$ cat src/rtl/vending_pkg.sv
// Shared definitions for the vending-machine controller: mode codes, FSM states,
// error bit positions and the item price table.
package vending_pkg;

  localparam logic [1:0] MODE_IDLE    = 2'd0;
  localparam logic [1:0] MODE_BUY     = 2'd1;
  localparam logic [1:0] MODE_RESTOCK = 2'd2;
  localparam logic [1:0] MODE_ILLEGAL = 2'd3;

  typedef enum logic [1:0] {
    ST_IDLE   = 2'd0,
    ST_CHECK  = 2'd1,
    ST_COMMIT = 2'd2,
    ST_HOLD   = 2'd3
  } state_t;

  localparam int ERR_TYPE  = 0;
  localparam int ERR_MONEY = 1;
  localparam int ERR_STOCK = 2;
  localparam int ERR_ZERO  = 3;
  localparam int ERR_OVFL  = 4;
  localparam int ERR_MODE  = 5;
  localparam int ERR_EMPTY = 6;

  localparam int MAX_TYPES = 6;
  localparam logic [3:0] PRICE [MAX_TYPES] = '{4'd5, 4'd8, 4'd10, 4'd12, 4'd3, 4'd7};

  typedef struct packed {
    logic [1:0] mode;
    logic [6:0] money;
    logic [2:0] stype;
    logic [3:0] amount;
    logic [3:0] add;
  } req_t;

  // Unknown item codes cost nothing; their requests are flagged invalid elsewhere.
  function automatic logic [7:0] item_cost(input logic [2:0] t, input logic [3:0] n);
    logic [3:0] p;
    p = 4'd0;
    for (int i = 0; i < MAX_TYPES; i++) begin
      if (t == 3'(i)) p = PRICE[i];
    end
    return {4'd0, p} * {4'd0, n};
  endfunction

endpackage

$ cat src/rtl/vending_stock_ram.sv
// Per-item stock register file: one combinational read port, one write port,
// plus an "any entry empty once the pending write lands" flag.
module vending_stock_ram
  import vending_pkg::*;
#(
  parameter int         DEPTH = 6,
  parameter logic [3:0] INIT  = 4'd5
) (
  input  logic       clk,
  input  logic       rst_n,
  input  logic [2:0] rd_addr,
  output logic [3:0] rd_data,
  input  logic       we,
  input  logic [2:0] wr_addr,
  input  logic [3:0] wr_data,
  output logic       any_empty_next
);

  logic [3:0] mem [DEPTH];
  logic [3:0] val_next;

  always_ff @(posedge clk or negedge rst_n) begin
    if (!rst_n) begin
      for (int i = 0; i < DEPTH; i++) mem[i] <= INIT;
    end else begin
      for (int i = 0; i < DEPTH; i++) begin
        if (we && wr_addr == 3'(i)) mem[i] <= wr_data;
      end
    end
  end

  always_comb begin
    rd_data = 4'd0;
    for (int i = 0; i < DEPTH; i++) begin
      if (rd_addr == 3'(i)) rd_data = mem[i];
    end
  end

  always_comb begin
    any_empty_next = 1'b0;
    val_next       = 4'd0;
    for (int i = 0; i < DEPTH; i++) begin
      val_next = (we && wr_addr == 3'(i)) ? wr_data : mem[i];
      if (val_next == 4'd0) any_empty_next = 1'b1;
    end
  end

endmodule

$ cat src/rtl/vending_main.sv
// Vending-machine request controller: validates purchase/restock requests against
// the stock table. Optional change output enabled by macro VM_CHANGE_EN.
//
// state     | meaning
// ST_IDLE   | waiting for a new request (mode != 0, tuple differs from captured)
// ST_CHECK  | evaluate error bits from the captured request
// ST_COMMIT | update stock on success, register error/redLight
// ST_HOLD   | error held; new request re-enters CHECK, mode 0 returns to IDLE
module vending_main
  import vending_pkg::*;
#(
  parameter int INIT_STOCK = 5,
  parameter int NUM_TYPES  = 6
) (
  input  logic       clk,
  input  logic       rst_n,
  input  logic [1:0] mode,
  input  logic [6:0] customer_money,
  input  logic [2:0] supply_type,
  input  logic [3:0] customer_amount,
  input  logic [3:0] amount_sypply_to_add,
  output logic [6:0] error,
  output logic       redLight
`ifdef VM_CHANGE_EN
  ,
  output logic [6:0] change
`endif
);

  localparam logic [3:0] NUM_T = 4'(NUM_TYPES);

  state_t     state, state_nxt;
  req_t       req_in, req_q;
  logic       new_req, capture;
  logic [5:0] err_calc, err_chk;
  logic [3:0] stock_rd, stock_wr;
  logic       stock_we, any_empty;
  logic       type_bad, is_buy, is_rst, commit_ok;
  logic [7:0] cost;
  logic [4:0] stock_sum;

  assign req_in  = '{mode: mode, money: customer_money, stype: supply_type,
                     amount: customer_amount, add: amount_sypply_to_add};
  assign new_req = (mode != MODE_IDLE) && (req_in != req_q);

  always_ff @(posedge clk or negedge rst_n) begin
    if (!rst_n) state <= ST_IDLE;
    else        state <= state_nxt;
  end

  always_comb begin
    state_nxt = state;
    capture   = 1'b0;
    case (state)
      ST_IDLE: begin
        if (new_req) begin
          capture   = 1'b1;
          state_nxt = ST_CHECK;
        end
      end
      ST_CHECK:  state_nxt = ST_COMMIT;
      ST_COMMIT: state_nxt = ST_HOLD;
      ST_HOLD: begin
        if (new_req) begin
          capture   = 1'b1;
          state_nxt = ST_CHECK;
        end else if (mode == MODE_IDLE) begin
          state_nxt = ST_IDLE;
        end
      end
      default: state_nxt = ST_IDLE;
    endcase
  end

  always_ff @(posedge clk or negedge rst_n) begin
    if (!rst_n)       req_q <= '0;
    else if (capture) req_q <= req_in;
  end

  assign type_bad  = {1'b0, req_q.stype} >= NUM_T;
  assign is_buy    = req_q.mode == MODE_BUY;
  assign is_rst    = req_q.mode == MODE_RESTOCK;
  assign cost      = item_cost(req_q.stype, req_q.amount);
  assign stock_sum = {1'b0, stock_rd} + {1'b0, req_q.add};

  // An invalid item code masks the checks that would index the stock/price tables.
  always_comb begin
    err_calc = '0;
    if (req_q.mode == MODE_ILLEGAL) begin
      err_calc[ERR_MODE] = 1'b1;
    end else begin
      err_calc[ERR_TYPE] = type_bad;
      err_calc[ERR_ZERO] = (is_buy && req_q.amount == 4'd0) || (is_rst && req_q.add == 4'd0);
      if (!type_bad) begin
        err_calc[ERR_MONEY] = is_buy && ({1'b0, req_q.money} < cost);
        err_calc[ERR_STOCK] = is_buy && (req_q.amount > stock_rd);
        err_calc[ERR_OVFL]  = is_rst && (stock_sum > 5'd15);
      end
    end
  end

  always_ff @(posedge clk or negedge rst_n) begin
    if (!rst_n)                 err_chk <= '0;
    else if (state == ST_CHECK) err_chk <= err_calc;
  end

  assign commit_ok = (state == ST_COMMIT) && (err_chk == 6'd0);
  assign stock_we  = commit_ok && (is_buy || is_rst);
  assign stock_wr  = is_buy ? (stock_rd - req_q.amount) : stock_sum[3:0];

  vending_stock_ram #(
    .DEPTH (MAX_TYPES),
    .INIT  (4'(INIT_STOCK))
  ) u_stock (
    .clk            (clk),
    .rst_n          (rst_n),
    .rd_addr        (req_q.stype),
    .rd_data        (stock_rd),
    .we             (stock_we),
    .wr_addr        (req_q.stype),
    .wr_data        (stock_wr),
    .any_empty_next (any_empty)
  );

  // Illegal-mode requests report only the mode bit, so the empty warning is masked.
  always_ff @(posedge clk or negedge rst_n) begin
    if (!rst_n) begin
      error    <= '0;
      redLight <= 1'b0;
    end else if (state == ST_COMMIT) begin
      error    <= {any_empty && !err_chk[ERR_MODE], err_chk};
      redLight <= |err_chk;
    end
  end

`ifdef VM_CHANGE_EN
  always_ff @(posedge clk or negedge rst_n) begin
    if (!rst_n) begin
      change <= '0;
    end else if (state == ST_COMMIT) begin
      if (commit_ok && is_buy) change <= req_q.money - cost[6:0];
      else                     change <= req_q.money;
    end
  end
`endif

endmodule

$ cat config.mk
export PLATFORM = sky130hd
export DESIGN_NAME = vending_main
export DESIGN_NICKNAME = d
export VERILOG_FILES = /design/src/rtl/vending_pkg.sv /design/src/rtl/vending_stock_ram.sv /design/src/rtl/vending_main.sv
export SDC_FILE = /design/constraint.sdc
export NUM_CORES = 1
export LEC_CHECK = 0
export CELL_PAD_IN_SITES_DETAIL_PLACEMENT = 0
export CELL_PAD_IN_SITES_GLOBAL_PLACEMENT = 1
export CORE_AREA = 2 2 89 113
export CTS_BUF_LIST = sky130_fd_sc_hd__clkbuf_8
export CTS_CLUSTER_SIZE = 25
export DETAILED_ROUTE_END_ITERATION = 16
export DIE_AREA = 0 0 91 115
export PLACE_DENSITY = 0.77
export REMOVE_ABC_BUFFERS = 1
export SLEW_MARGIN = 20
export SYNTH_ARGS = -nofsm -noshare
export SYNTH_HDL_FRONTEND = slang
export SYNTH_SLANG_ARGS = --single-unit
$ cat constraint.sdc
create_clock -name clk -period 4.3 [get_ports clk]
set_clock_uncertainty 0.05 [all_clocks]
set_input_delay 1.29 -clock clk [delete_from_list [all_inputs] [get_ports clk]]
set_output_delay 1.29 -clock clk [all_outputs]
set_load 0.005 [all_outputs]
Word-level counts from Yosys, hierarchy flattened
Index checks and enable logic that the tools add are counted.
- bits in registers: 60
- bits in latches: 0
- bits in writable memories: 0
- memory bits (read-only): 0
- output and inout port bits: 8
- word-level logic and storage cells: 105
- memories kept: 0
- add/subtract/negate cells: 2
- multipliers: 1
- divide/modulo/power cells: 0
- order comparisons: 4
- equality and inequality tests: 14
- shifts and indexed selects: 0
- mux-type cells: 35
- bitwise operators: 0
- reduce and logical (&&, ||, !) cells: 34
- operator list (operator ; count):
    4-bit two-way mux ; 18
    4-bit zero test ; 8
    20-bit != test ; 1
    1-bit logical AND ; 15
    1-bit two-way mux ; 10
    2-bit equality test, second input constant ; 4
    7-bit by 8-bit less-than comparator with 1-bit output ; 1
    4-bit by 4-bit multiplier with 8-bit output ; 1
    2-bit two-way mux ; 4
    2-bit case mux with 4 select lines ; 1
    3-bit by 2-bit equality test with 1-bit output, second input constant ; 2
    3-bit equality test, second input constant ; 2
    6-bit zero test ; 1
    6-bit OR reduction ; 1
    4-bit by 4-bit adder with 5-bit output ; 1
    5-bit by 4-bit > comparator with 1-bit output, second input constant ; 1
    5-bit two-way mux ; 1
    2-bit by 1-bit equality test with 1-bit output, second input constant ; 2
    4-bit > comparator ; 1
    2-bit zero test ; 2
    4-bit subtractor ; 1
    3-bit by 1-bit equality test with 1-bit output, second input constant ; 1
    3-bit >= comparator, second input constant ; 1
    3-bit zero test ; 1
    other kinds (8) ; 9

Depth between registers and ports, before layout
- depth in word-level cells: 18
- gate-level depth with buffers: 19
- depth with buffers taken out: 19

Modules after synthesis
Synthesis repeated with hierarchy kept, for this count alone.
- cells, all modules: 369
- area, all modules: 4080.2 um^2
- by module, submodules not included (module ; times used ; cells each ; area an instance (um^2)):
    vending_main ; 1 ; 269 ; 2839.0
    vending_stock_ram ; 1 ; 100 ; 1241.2

Least setup slack after synthesis
Ideal clock, no wire load.
- kind: register to register
- start point: register req_q[9] (netlist name)
- end point: register err_chk[1]
- arrival time: 3791 ps
- setup slack: 320 ps
- cell stages (with the launch flop): 18
- buffers on the path: 1
- period minus slack after synthesis: 3980 ps
- path through: dfrtp_1 clkbuf_1 nor2_1 o21ai_0 fa_1 inv_1 fa_1 inv_1 fa_1 inv_1 a21o_1 a21oi_1 xor2_1 ha_1 o211a_1 nand2_1 nor3_1 o221ai_1
- longest elaborated chain between the ends: 12
- elaborated cells between the ends (all ways): 18
- classes of those cells: 1 x mul; 2 x order compare; 5 x eq/ne; 8 x mux; 2 x reduce/logical
- ends and longest elaborated chain (what ; RTL line ; text):
    from (decl) ; vending_main.sv:33 ; req_t req_in, req_q;
    from (signal assigned) ; vending_main.sv:77 ; else if (capture) req_q <= req_in;
    3-bit zero test ; vending_pkg.sv:41 ; if (t == 3'(i)) p = PRICE[i];
    3-bit two-way mux ; vending_pkg.sv:41 ;
    4-bit two-way mux (5 in series) ; vending_pkg.sv:41 ;
    4-bit by 4-bit multiplier with 8-bit output ; vending_pkg.sv:43 ; return {4'd0, p} * {4'd0, n};
    7-bit by 8-bit less-than comparator with 1-bit output ; vending_main.sv:95 ; err_calc[ERR_MONEY] = is_buy && ({1'b0, req_q.money} < cost);
    1-bit logical AND ; vending_main.sv:95 ;
    2-bit two-way mux (*) ; vending_main.sv:94 ; if (!type_bad) begin
    5-bit two-way mux (*) ; vending_main.sv:89 ; if (req_q.mode == MODE_ILLEGAL) begin
    to (signal assigned) ; vending_main.sv:104 ; else if (state == ST_CHECK) err_chk <= err_calc;
    to (decl) ; vending_main.sv:35 ; logic [5:0] err_calc, err_chk;
Every way passes the cells marked *; elsewhere a longest branch is shown, timed or not.
A chain may end at the register's enable or synchronous reset.

Final worst setup path
Same ends and word-level chain as after synthesis.

==> impl_table.tex <==
\begin{tabular}{lr}
\hline
Metric & Value \\
\hline
\multicolumn{2}{l}{\textbf{Final layout}} \\
Footprint of the flip-flops and latches & 0.00152 mm\^{}2 \\
Combined area of the multi-input logic cells & 0.00241 mm\^{}2 \\
Growth of design area from synthesis to finish & 17.5\% \\
Antenna diodes & 0 \\
Final-stage net count & 486 \\
\# fillers & 920 \\
Share of post-route cells with drive strength above 1 & 24.0\% \\
\multicolumn{2}{l}{\textbf{Synthesis}} \\
Count of state elements after synthesis & 60 \\
Library cells used by synthesis & 49 \\
Average footprint of a synthesized cell & 10.7 um\^{}2 \\
Post-synthesis instance area & 0.00407 mm\^{}2 \\
Part of the Yosys area used for sequential elements & 37.3\% \\
Asr flop ratio synth & 100\% \\
Number of flops mapped to enable cells by yosys & 0 \\
Synth Instances & 379 \\
Post-synth top flop & dfrtp\_1 \\
Syn. warnings & 0 \\
\multicolumn{2}{l}{\textbf{Setup path}} \\
Reg2Reg Setup Slack & 0.31 ns \\
Max stage delay on crit path & 0.57 ns \\
Worst-path maximum fanout & 4 \\
Family with the most delay on the worst path & adder cells \\
Buffering stage count on the worst path with inverters included & 4 \\
Cell with the largest stage delay on the worst path & fa\_1 \\
Kind of critical path & reg2reg \\
Kind of end point of the critical path & flop \\
WP data required & 4.48 ns \\
Crit-path cells & buf\_4 > nor2\_1 > nor2\_1 > o21ai\_2 > nand2\_1 > fa\_1 > inv\_1 > fa\_1 > inv\_1 > fa\_1 > inv\_1 > a21o\_1 > a21oi\_1 > xor2\_1 > ha\_1 > o211a\_1 > nand2\_1 > nor3\_1 > o221ai\_1 \\
Data arrival, critical path & 4.16 ns \\
Crit path launch type & flop \\
\multicolumn{2}{l}{\textbf{Drt}} \\
First-iteration detailed-routing DRC count & 110 \\
Routed via count divided by cell count & 5.34 \\
Antenna Violating Nets Remaining & 0 \\
Number of DRC violations after detailed routing & 0 \\
Routed Wire Length & 9700 um \\
Overall via count from detail\_route & 2966 \\
DR WL/cell & 17.5 um \\
Detailed Routing Iterations Pass 1 & 4 \\
\multicolumn{2}{l}{\textbf{Placed design}} \\
Number of I/O port buffers & 29 \\
Setup slack after placement & 0.120 ns \\
Post-detailed-placement half-perimeter wirelength & 7530 um \\
Gpl congestion & 0.846 \\
\multicolumn{2}{l}{\textbf{STA}} \\
Count of endpoints failing hold in the final timing report & 0 \\
Tmin final & 3.99 ns \\
Setup repair after global routing missed its margin & false \\
Period Utilization, post-route & 92.7\% \\
Setup violations, final & 0 \\
Slew at the pin with the worst max-slew slack & 0.855 ns \\
Achievable frequency & 0.251 GHz \\
Max Transition Viols Final & 0 \\
Normalized max-slew margin & 42.4\% \\
Setup TNS & 0 ns \\
Setup ws final & 0.312 ns \\
\multicolumn{2}{l}{\textbf{Pwr}} \\
Leakage & 2.22 nW \\
Peak ir drop on the vdd network & 588 uV \\
Pwr/cell area & 922 mW/mm\^{}2 \\
\multicolumn{2}{l}{\textbf{Die}} \\
Floorplan core area & 0.00941 mm\^{}2 \\
Overall die area & 0.0105 mm\^{}2 \\
Count of pins on the block boundary & 30 \\
Total number of placement rows & 40 \\
Initial Utilization & 43.2\% \\
Overall die width & 91 um \\
Overall die height & 115 um \\
\multicolumn{2}{l}{\textbf{Clock network}} \\
Number of buffers created by CTS & 9 \\
Total clock sinks & 60 \\
Worst skew pair latency & 0.36 ns \\
Number of H-tree levels & 3 \\
CTS tree & yes \\
Buffer type at the clock tree root & clkbuf\_8 \\
CTS hold repair buffers & 0 \\
Post-CTS clock slew at the launch and capture registers of the worst setup and hold paths & 0.07 ns \\
Maximum clock insertion buffer count & 2 \\
\multicolumn{2}{l}{\textbf{GRT}} \\
Global-route wire length before repair & 16100 um \\
GRT Residual Overflow & 0 \\
Global routing met3 resource utilization & 3.28\% \\
Pin count of the biggest net entering global routing & 52 \\
GR met2 Demand/Resource & 35.1\% \\
Most crowded layer after global routing & met2 \\
Vias in the first global route & 3106 \\
Number of antenna violations at the first check in global routing & 0 \\
Aggregate global-route resource usage & 19.9\% \\
Global routing met1 resource utilization & 24.0\% \\
\multicolumn{2}{l}{\textbf{Hold path}} \\
Classification of the worst-slack hold path & reg2reg \\
\multicolumn{2}{l}{\textbf{Flow run}} \\
Max-cap violation count & 0 \\
\multicolumn{2}{l}{\textbf{Outcome}} \\
Status & finished clean \\
\hline
\end{tabular}
-- cell type report --
| class | count | share of cell area [%] |
|---|---|---|
| clock inverters | 6 | 1.05 |
| inverters | 26 | 2.04 |
| flip-flops and latches | 60 | 31.8 |
| clock buffers | 10 | 2.88 |
| repair buffers | 44 | 8.39 |
| multi-input cells | 283 | 50.5 |
| well taps | 126 | 3.30 |
-- layer usage --
metal | share of wire (%) | vias up | routed length (um)
met2 | 52 | 48 | 5000
met1 | 43 | 1453 | 4200
li1 | - | 1444 | -
met3 | 2.5 | 21 | 245
met4 | 2.6 | 0 | 253
met5 | 0 | - | 0
-- through the flow --
stage          instance area, um^2  util (%)  cells  hold WS [ns]  total power [W]
2_1_floorplan                 4010         -    369         0.424          0.00300
3_3_place_gp                  4550      48.3    536         0.430          0.00382
3_5_place_dp                  4550      48.4    536         0.418          0.00386
4_1_cts                       4740      50.3    552         0.433          0.00439
5_1_grt                       4770      50.7    555         0.453          0.00482
6_report                      4770      50.7    555         0.424          0.00440
-- sequential cells by signal, indices dropped and copies added, names as in the netlist --
signal / count
req_q: 20
err_chk: 6
error: 7
redLight: 1
state: 2
u_stock.mem: 24
-- Yosys cell counts (9+ instances only) --
library cell / n / share of area [%]
mux2_2: 34 / 9.4
xnor2_1: 9 / 1.9
a21oi_1: 21 / 2.6
o21ai_0: 17 / 2.1
xor2_1: 17 / 3.7
nand2_1: 24 / 2.2
nor3_1: 9 / 1.1
dfrtp_1: 48 / 30
ha_1: 34 / 10
nor4_1: 10 / 1.5
mux2_4: 18 / 6.6
nor2_1: 19 / 1.8
inv_1: 26 / 2.4
dfstp_2: 12 / 7.8
-- where the power goes --
group | leakage (nW) | total [W] | internal, W | switching, W
logic | 1.39 | 0.00279 | 0.00131 | 0.00147
clock network | 0.111 | 0.000497 | 0.000274 | 0.000223
registers | 0.723 | 0.00112 | 0.000846 | 0.000275
total | 2.22 | 0.00440 | 0.00243 | 0.00197
-- cells in the final DEF (no fill, tap or decap), types with 3 or more instances in the layout --
cell type / Yosys / routed
and2_1: 5 / 5
nor2_1: 19 / 17
buf_4: 1 / 16
nor2b_1: 5 / 5
nand3_1: 5 / 5
clkdlybuf4s50_1: 0 / 28
dfrtp_1: 48 / 46
nor3b_1: 3 / 3
xnor2_1: 9 / 9
xor2_1: 17 / 17
dfstp_2: 12 / 12
o21ai_0: 17 / 16
mux2_2: 34 / 34
mux2_4: 18 / 18
a21o_1: 6 / 6
nor4_1: 10 / 10
mux2i_1: 5 / 5
fa_1: 6 / 6
a21oi_1: 21 / 20
nor3_1: 9 / 9
o22ai_1: 4 / 4
inv_1: 26 / 30
clkbuf_8: 0 / 10
nand4_1: 6 / 6
ha_1: 34 / 34
nand2_1: 24 / 24
-- logic make-up after synthesis --
logic type / synth area share, %
multiplexers: 17.3
adder cells (fa/ha/maj): 13.4
buffers and inverters: 3.82
AO/OA/AOI/OAI: 9.36
flip-flops: 37.3
XOR/XNOR: 5.60
AND/OR/NAND/NOR: 13.2
-- worst register-to-register path, delay by kind of cell, from the launching register on --
family / cells / cell delay [ns]
adder cells (fa/ha/maj): 4 / 1.81
buffers and inverters: 4 / 0.35
AND/OR/NAND/NOR: 5 / 0.45
flip-flops: 1 / 0.43
AO/OA/AOI/OAI: 5 / 0.61
XOR/XNOR: 1 / 0.15
-- what timing repair did --
| item | CTS | global route |
|---|---|---|
| setup buffers | 0 | 3 |
| gates resized for setup | 0 | 7 |
| endpoints found under the hold margin | 0 | 0 |
| endpoints found under the setup margin | 0 | 1 |
-- final timing paths --
kind / from / to / cells past startpoint
setup / recovery: req_q[9] / err_chk[1] / 19
hold / removal: redLight / redLight / 1
setup reg to reg: req_q[9] / err_chk[1] / 19
hold reg to reg: redLight / redLight / 1
max in group asynchronous: rst_n / req_q[9] / 2
min in group asynchronous: rst_n / error[3] / 1
Power figures use the tool's default switching activity.
